File: src/rtl/serial_alu_pkg.sv
// ============================================================================
//  Module      : serial_alu_pkg
//  Description : Shared op codes, FSM state encoding and op-decode helpers
//                for the bit-serial ALU sequencer and its 1-bit slice.
//                Honours SERIAL_ALU_SLT_EN (control 1 becomes SLT).
//  Revision    : 1.0 - initial release
// ============================================================================
`default_nettype none

package serial_alu_pkg;

    localparam logic [2:0] ALU_SLT = 3'd1;
    localparam logic [2:0] ALU_ADD = 3'd2;
    localparam logic [2:0] ALU_SUB = 3'd3;
    localparam logic [2:0] ALU_AND = 3'd4;
    localparam logic [2:0] ALU_OR  = 3'd5;
    localparam logic [2:0] ALU_NOR = 3'd6;
    localparam logic [2:0] ALU_XOR = 3'd7;

    typedef enum logic [1:0] {
        IDLE = 2'd0,
        RUN  = 2'd1,
        DONE = 2'd2
    } state_t;

    // Ops that run as A + ~B + 1 through the slice.
    function automatic logic op_is_sub(input logic [2:0] op);
`ifdef SERIAL_ALU_SLT_EN
        return (op == ALU_SUB) || (op == ALU_SLT);
`else
        return (op == ALU_SUB);
`endif
    endfunction

    // Ops that report carryout and overflow.
    function automatic logic op_is_arith(input logic [2:0] op);
        return (op == ALU_ADD) || (op == ALU_SUB);
    endfunction

    // The slice only knows how to add; subtraction is an add of the inverted operand.
    function automatic logic [2:0] slice_op(input logic [2:0] op);
        return op_is_sub(op) ? ALU_ADD : op;
    endfunction

endpackage

`default_nettype wire

File: src/rtl/alu1.sv
// ============================================================================
//  Module      : alu1
//  Description : Combinational 1-bit ALU slice: full-adder plus bitwise ops.
//                Reserved op codes produce out=0, carryout=0.
//  Revision    : 1.0 - initial release
// ============================================================================
`default_nettype none

module alu1
    import serial_alu_pkg::*;
(
    input  logic       a,
    input  logic       b,
    input  logic       carryin,
    input  logic [2:0] control,
    output logic       out,
    output logic       carryout
);

    always_comb begin
        out      = 1'b0;
        carryout = 1'b0;
        case (control)
            ALU_ADD: begin
                out      = a ^ b ^ carryin;
                carryout = (a & b) | (carryin & (a ^ b));
            end
            ALU_AND: out = a & b;
            ALU_OR:  out = a | b;
            ALU_NOR: out = ~(a | b);
            ALU_XOR: out = a ^ b;
            default: begin
                out      = 1'b0;
                carryout = 1'b0;
            end
        endcase
    end

endmodule

`default_nettype wire

File: src/rtl/alu_serial_seq.sv
// ============================================================================
//  Module      : alu_serial_seq
//  Description : Bit-serial WIDTH-bit ALU sequencer around one alu1 slice,
//                LSB first, with valid/ready handshakes on operands and result.
//                Optional feature macro: SERIAL_ALU_SLT_EN (control 1 = SLT).
//  Revision    : 1.0 - initial release
// ============================================================================
`default_nettype none

module alu_serial_seq
    import serial_alu_pkg::*;
#(
    parameter int WIDTH = 32
) (
    input  logic             clock,
    input  logic             reset,
    input  logic             in_valid,
    output logic             in_ready,
    input  logic [WIDTH-1:0] a,
    input  logic [WIDTH-1:0] b,
    input  logic [2:0]       control,
    output logic             out_valid,
    input  logic             out_ready,
    output logic [WIDTH-1:0] result,
    output logic             carryout,
    output logic             overflow,
    output logic             zero,
    output logic             negative
);

    localparam int                 CNT_W    = $clog2(WIDTH);
    localparam logic [CNT_W-1:0]   LAST_BIT = CNT_W'(WIDTH - 1);

    state_t             state_q, state_d;
    logic [CNT_W-1:0]   cnt_q, cnt_d;
    logic [WIDTH-1:0]   a_sh_q, a_sh_d;
    logic [WIDTH-1:0]   b_sh_q, b_sh_d;
    logic [2:0]         op_q, op_d;
    logic               carry_q, carry_d;
    logic [WIDTH-1:0]   result_q, result_d;
    logic               carryout_q, carryout_d;
    logic               overflow_q, overflow_d;
    logic               zero_q, zero_d;
    logic               negative_q, negative_d;

    logic               slice_a;
    logic               slice_b;
    logic [2:0]         slice_ctrl;
    logic               slice_out;
    logic               slice_co;

    logic [WIDTH-1:0]   final_res;
    logic               final_co;
    logic               final_ov;
    logic               msb_ov;

    assign slice_a    = a_sh_q[0];
    assign slice_b    = b_sh_q[0] ^ op_is_sub(op_q);
    assign slice_ctrl = slice_op(op_q);

    alu1 u_alu1 (
        .a        (slice_a),
        .b        (slice_b),
        .carryin  (carry_q),
        .control  (slice_ctrl),
        .out      (slice_out),
        .carryout (slice_co)
    );

    // Result bits enter at the top of the A register as A drains out the bottom,
    // so after WIDTH shifts the A register holds the finished word.
    always_comb begin
        state_d    = state_q;
        cnt_d      = cnt_q;
        a_sh_d     = a_sh_q;
        b_sh_d     = b_sh_q;
        op_d       = op_q;
        carry_d    = carry_q;
        result_d   = result_q;
        carryout_d = carryout_q;
        overflow_d = overflow_q;
        zero_d     = zero_q;
        negative_d = negative_q;

        final_res  = {slice_out, a_sh_q[WIDTH-1:1]};
        msb_ov     = carry_q ^ slice_co;
        final_co   = op_is_arith(op_q) & slice_co;
        final_ov   = op_is_arith(op_q) & msb_ov;
`ifdef SERIAL_ALU_SLT_EN
        if (op_q == ALU_SLT) begin
            final_res = {{(WIDTH-1){1'b0}}, slice_out ^ msb_ov};
            final_co  = 1'b0;
            final_ov  = 1'b0;
        end
`endif

        case (state_q)
            IDLE: begin
                if (in_valid && in_ready) begin
                    a_sh_d  = a;
                    b_sh_d  = b;
                    op_d    = control;
                    cnt_d   = '0;
                    carry_d = op_is_sub(control);
                    state_d = RUN;
                end
            end
            RUN: begin
                a_sh_d  = final_res;
                b_sh_d  = {b_sh_q[0], b_sh_q[WIDTH-1:1]};
                carry_d = slice_co;
                cnt_d   = cnt_q + CNT_W'(1);
                if (cnt_q == LAST_BIT) begin
                    cnt_d      = '0;
                    result_d   = final_res;
                    carryout_d = final_co;
                    overflow_d = final_ov;
                    zero_d     = (final_res == '0);
                    negative_d = final_res[WIDTH-1];
                    state_d    = DONE;
                end
            end
            DONE: begin
                if (out_valid && out_ready) begin
                    state_d = IDLE;
                end
            end
            default: begin
                state_d = IDLE;
            end
        endcase
    end

    always_ff @(posedge clock) begin
        if (reset) begin
            state_q    <= IDLE;
            cnt_q      <= '0;
            a_sh_q     <= '0;
            b_sh_q     <= '0;
            op_q       <= '0;
            carry_q    <= 1'b0;
            result_q   <= '0;
            carryout_q <= 1'b0;
            overflow_q <= 1'b0;
            zero_q     <= 1'b0;
            negative_q <= 1'b0;
        end else begin
            state_q    <= state_d;
            cnt_q      <= cnt_d;
            a_sh_q     <= a_sh_d;
            b_sh_q     <= b_sh_d;
            op_q       <= op_d;
            carry_q    <= carry_d;
            result_q   <= result_d;
            carryout_q <= carryout_d;
            overflow_q <= overflow_d;
            zero_q     <= zero_d;
            negative_q <= negative_d;
        end
    end

    assign in_ready  = (state_q == IDLE);
    assign out_valid = (state_q == DONE);
    assign result    = result_q;
    assign carryout  = carryout_q;
    assign overflow  = overflow_q;
    assign zero      = zero_q;
    assign negative  = negative_q;

endmodule

`default_nettype wire

File: config.mk
export PLATFORM = sky130hd
export DESIGN_NAME = alu_serial_seq
export DESIGN_NICKNAME = d
export VERILOG_FILES = /design/src/rtl/serial_alu_pkg.sv /design/src/rtl/alu1.sv /design/src/rtl/alu_serial_seq.sv
export SDC_FILE = /design/constraint.sdc
export NUM_CORES = 1
export LEC_CHECK = 0
export BUFFER_PORTS_ARGS = -buffer_cell sky130_fd_sc_hd__buf_2
export CAP_MARGIN = 20
export CORE_MARGIN = 4
export CORE_UTILIZATION = 33
export CTS_CLUSTER_DIAMETER = 100
export DETAILED_ROUTE_END_ITERATION = 16
export SLEW_MARGIN = 5
export SYNTH_ARGS = -nofsm -noshare
export SYNTH_HDL_FRONTEND = slang
export SYNTH_SLANG_ARGS = --single-unit
File: constraint.sdc
create_clock -name clock -period 2.98 [get_ports clock]
set_input_delay 0.149 -clock clock [delete_from_list [all_inputs] [get_ports clock]]
set_output_delay 0.149 -clock clock [all_outputs]
set_load 0.02 [all_outputs]
=== Word level (Yosys, flattened, before mapping) ===
Index checks and enable logic that the tools add are counted.

* Bits of input ports: 71
* Logic and storage cells: 63
* Flip-flop bits (word level): 111

* Equal/unequal tests: 14
* Mux-type cells: 16
* Add/subtract/negate cells: 1
* Reductions and logical operators: 10
* Bitwise logic cells: 11

{| class="wikitable"
|+ Operators with widths
! kind !! count
|-
| $pmux W32 S2 || 2
|-
| $mux W32 || 2
|-
| $logic_not A32 Y1 || 1
|-
| $eq A3 B2 Y1 const B || 4
|-
| $eq A3 B3 Y1 const B || 4
|-
| $mux W5 || 2
|-
| $pmux W5 S2 || 1
|-
| $mux W2 || 3
|-
| $pmux W2 S3 || 1
|-
| $reduce_and A2 Y1 || 3
|-
| $add A5 B1 Y5 const B || 1
|-
| $eq A5 B5 Y1 const B || 1
|-
| $pmux W1 S5 || 1
|-
| $and A1 B1 Y1 || 4
|-
| $ne A2 B1 Y1 const B || 2
|-
| $xor A1 B1 Y1 || 4
|-
| $mux W3 || 1
|-
| $reduce_and A3 Y1 || 1
|-
| $eq A2 B1 Y1 const B || 1
|-
| $eq A2 B2 Y1 const B || 1
|-
| $logic_and A1 B1 Y1 || 2
|-
| $logic_not A2 Y1 || 1
|-
| $mux W1 || 2
|-
| $ne A2 B2 Y1 const B || 1
|-
| 5 further kinds || 6
|}

=== Depth between registers and ports, before layout ===
* Depth after elaboration: 8
* Mapped depth: 8
* Gate-level depth less buffers: 8

=== Hierarchy ===
From an unflattened synthesis, not the netlist that was laid out.

* Cells, all modules: 603
* Area, all modules: 4688.2 µm²

{| class="wikitable"
|+ Modules (own cells, without submodules)
! module !! cells each !! times used !! seq. area each (µm²) !! area an instance (µm²)
|-
| alu_serial_seq || 586 || 1 || 2202.1 || 4561.9
|-
| alu1 || 17 || 1 || 0.0 || 126.4
|}

=== Least setup slack after synthesis ===
Ideal clock, no wire load.

* Kind: register to register
* Start point: reg op_q[1]
* End point: reg zero_q (netlist: zero)
* Cell stages (with the launch flop): 9
* Setup time: 0.060 ns
* Buffers on the path: 0
* Arrival time: 2.088 ns
* Path slack: 0.832 ns
* Cell sequence: dfxtp_1 nor2b_1 nand2_1 xnor2_1 ha_1 nand2b_1 a221o_1 a31oi_1 a32o_1

* Longest elaborated chain between the ends: 6
* Elaborated cells between the ends (all ways): 15

{| class="wikitable"
|+ Ends and longest elaborated chain
! item !! RTL line !! source
|-
| start, declared || alu_serial_seq.sv:38 || <nowiki>logic [2:0] op_q, op_d;</nowiki>
|-
| start signal, assigned || alu_serial_seq.sv:152 || <nowiki>op_q <= op_d;</nowiki>
|-
| $eq A3 B2 Y1 || serial_alu_pkg.sv:31 || <nowiki>return (op == ALU_SUB);</nowiki>
|-
| $xor A1 B1 Y1 || alu_serial_seq.sv:58 || <nowiki>assign slice_b = b_sh_q[0] ^ op_is_sub(op_q);</nowiki>
|-
| $xor A1 B1 Y1 or $or A1 B1 Y1 (tied branches) || n/a ||
|-
| $xor A1 B1 Y1 or $not A1 Y1 (tied branches) || alu1.sv:25, alu1.sv:30 ||
|-
| $pmux W1 S5 (*) || alu1.sv:23 || <nowiki>case (control)</nowiki>
|-
| $logic_not A32 Y1 (*) || alu_serial_seq.sv:118 || <nowiki>zero_d = (final_res == '0);</nowiki>
|-
| end signal, assigned || alu_serial_seq.sv:157 || <nowiki>zero_q <= zero_d;</nowiki>
|-
| end, declared || alu_serial_seq.sv:43 || <nowiki>logic zero_q, zero_d;</nowiki>
|}

Mark *: on every way between the ends. The rest lies on a longest branch, timed or not.
A chain may end at the register's enable or synchronous reset.

=== Final worst setup path ===
Ends and elaborated chain as after synthesis.

==> results.md <==
- Clock-pin slew on the worst setup and hold paths: roughly 0.070 ns
- Layout Skew: ~0.0085 ns
- Crit share post-route: around four fifths
- Measured slew at the worst slew-check pin: between 0.7 and 0.8 ns
- Critical path class: reg2reg
- Endpoints failing hold: 0
- RSZ-0062 raised after global routing: no
- Filler cell count: 1528
- Layout area overhead: 16.8%
- Fraction of layout cells with a size suffix above 1: between 20% and 30%
- Area share of the largest cell type after synthesis: ~44%
- Post-DRT Antenna Nets: 0
- Die H: between 100 and 150 um
- Final Setup Violations: 0
- Status: finished, final reports clean
- YS warnings: 0
- Area of the multi-input gates: about 2500 um^2
- Max Fclk: about 0.41 GHz
- Routed WL: 12400 um
- 1st-iter DRT viols: roughly 230
- IO buf count: 108
- Cts bufs inserted: 9
- Static Leak: about 2.3 nW
- Non-Filler Instances: 863
- Slew margin rel.: between 50% and 60%
- Mapped Area: roughly 5100 um^2
- Slowest CP cell: dfxtp_1
- # IOs: 109
- GRT Total Usage: between 10 and 15%
- H-tree levels: 3
- Synth unique cells: 38
- WL per Instance: around 14 um
- Setup_tns: 0 ns
- Register area: around 2200 um^2
- Routability cong.: approximately 0.76
- Core area: 14800 um^2
- Critical path cell sequence: nor2b_1, nand2_1, xnor2_1, ha_1, nand2b_1, a221o_1, a31oi_1, a32o_1
- Max VDD drop: about 0.26 mV
- Worst Hold Depth: 3
- Initial antenna violation count: 1
- Most frequent cells in the layout: nand2_1, dfxtp_1, buf_2
- Number of global-route vias before repair: ~4300
- Post-synth top area cell: dfxtp_1
- Global-route wire length before repair: approximately 21000 um
- Die ar.: 17400 um^2
- Worst setup SP type: flop
- HP Class: in2reg
- Final Critical Period: approximately 2.4 ns
- Sequential share of the synthesized area: 43.6%
- Setup bufs post-CTS: 0
- Cells after synthesis: ~590
- Clock Path Buffers: 2
- Worst Path Required: 3.28 ns
- Gr ovfl total: 0
- Critical Path Max Stage Delay: approximately 0.40 ns
- Flops & latches, synth: 110
- Cell Pwr Density: 555 nW/um^2
- Drt first pass iters: 4
- CTS resizes: 0
- Largest net degree at the start of global routing: just over 60
- Final nets: 750
- Initial Utilization: between 30 and 40%
- CP Capture Type: flop
- Area post-placement: about 5600 um^2
- CP max FO: 6
- Final Cell Area: approximately 5900 um^2
- Via-to-Cell Ratio: about 5
- Synth top area cells: dfxtp_1, a311oi_2, nand2_1
- Syn Nets: 670
- CTS sink cnt: 110
- CTS tree: yes
- Hpwl dp: around 8700 um
- Syn_area_per_cell: between 8 and 9 um^2
- Post-CTS Hold Buffers: 0
- Fin. max-slew vios: 0
- Drt drc: 0
- MaxCap Viol Count: 0
- Worst EP arrival: between 2 and 3 ns
- Commonest non-fill, non-tap cell in the layout: nand2_1
- CTS Root Cell: clkbuf_16
- Die Span X: 132 um
- Final Power: approximately 3.3 mW
- Placed insts: between 800 and 900
- Via count: 4349
- Worst reg-to-reg path cell count: 8
- Antenna Cells: 0
- Rows: 44
- Clock Latency Late Sink: 0.35 ns
==> synth_stat cells (all sizes together) <==
library cell	number
nor2	72
nand3b	2
xor2	1
nand3	6
dfxtp	110
nor3	3
o211ai	1
a21oi	43
a221o	1
nand2b	3
and2b	2
nand4	3
buf	35
xnor2	1
and3	1
a32oi	1
ha	4
clkbuf	14
a31oi	3
nor4	8
nor2b	1
nand2	203
inv	4
a32o	1
o21ai	3
and2	1
a21o	1
nor3b	1
fa	1
a311oi	63
nand4b	1
==> report_power, final <==
group | internal [mW] | switching [mW]
clock network | 0.597 | 0.567
registers | 1.56 | 0.0795
logic | 0.193 | 0.277
==> final timing paths <==
kind,slack (ns),to,start
hold / removal,0.05,b_sh_q[16]$_SDFFE_PP0P_,b[16]
setup reg to reg,0.54,zero$_SDFFE_PP0P_,op_q[1]$_SDFFE_PP0P_
hold reg to reg,0.45,result[14]$_SDFFE_PP0P_,result[14]$_SDFFE_PP0P_
setup / recovery,0.54,zero$_SDFFE_PP0P_,op_q[1]$_SDFFE_PP0P_
==> metrics by stage <==
stage / hold slack [ns] / util [%] / setup slack, ns
2_1_floorplan: 0.285 / - / 0.832
3_3_place_gp: 0.407 / 38.1 / 0.721
3_5_place_dp: 0.417 / 38.1 / 0.577
4_1_cts: 0.0379 / 40.0 / 0.551
5_1_grt: 0.0604 / 40.0 / 0.365
6_report: 0.0540 / 40.0 / 0.539
==> cell families (layout without fill, tap and decap cells) <==
| group | Yosys count | count (layout) | share of synthesized area, % |
|---|---|---|---|
| compound gates | 117 | 117 | 23.4 |
| flops | 110 | 110 | 43.6 |
| xor+xnor | 2 | 2 | 0.347 |
| buf+inv | 53 | 138 | 6.51 |
| fa+ha+maj | 5 | 5 | 1.39 |
| simple gates | 307 | 307 | 24.8 |
==> area by class of cell <==
| type | count | share of cell area [%] |
|---|---|---|
| clock buffer | 10 | 4.05 |
| clock inverter | 6 | 0.763 |
| tap | 184 | 3.90 |
| timing repair buffer | 118 | 10.9 |
| sequential | 110 | 37.3 |
| multi-input combinational | 431 | 42.8 |
| inverter | 4 | 0.254 |
==> routing by layer <==
metal  share of wire [%]  GRT usage [%]  vias up  routed length, um
li1                    -              -     2210                  -
met1                  46           17.2     2035               5700
met2                  47           24.0       81               5880
met3                 4.3           3.21       21                539
met4                 2.2           6.48        2                277
met5               0.056              0        -                  7
==> state kept, by name (all words and copies together), names as in the netlist <==
| signal | count |
|---|---|
| a_sh_q | 32 |
| b_sh_q | 32 |
| carry_q | 1 |
| carryout | 1 |
| cnt_q | 5 |
| op_q | 3 |
| overflow | 1 |
| result | 32 |
| state_q | 2 |
| zero | 1 |
==> critical path: cells and delay by family, from the launching register on <==
family	cells	cell delay, ns
AO/OA/AOI/OAI	3	0.71
XOR/XNOR	1	0.34
adder cells (fa/ha/maj)	1	0.31
flip-flops	1	0.40
AND/OR/NAND/NOR	3	0.65
Power figures use the tool's default switching activity.
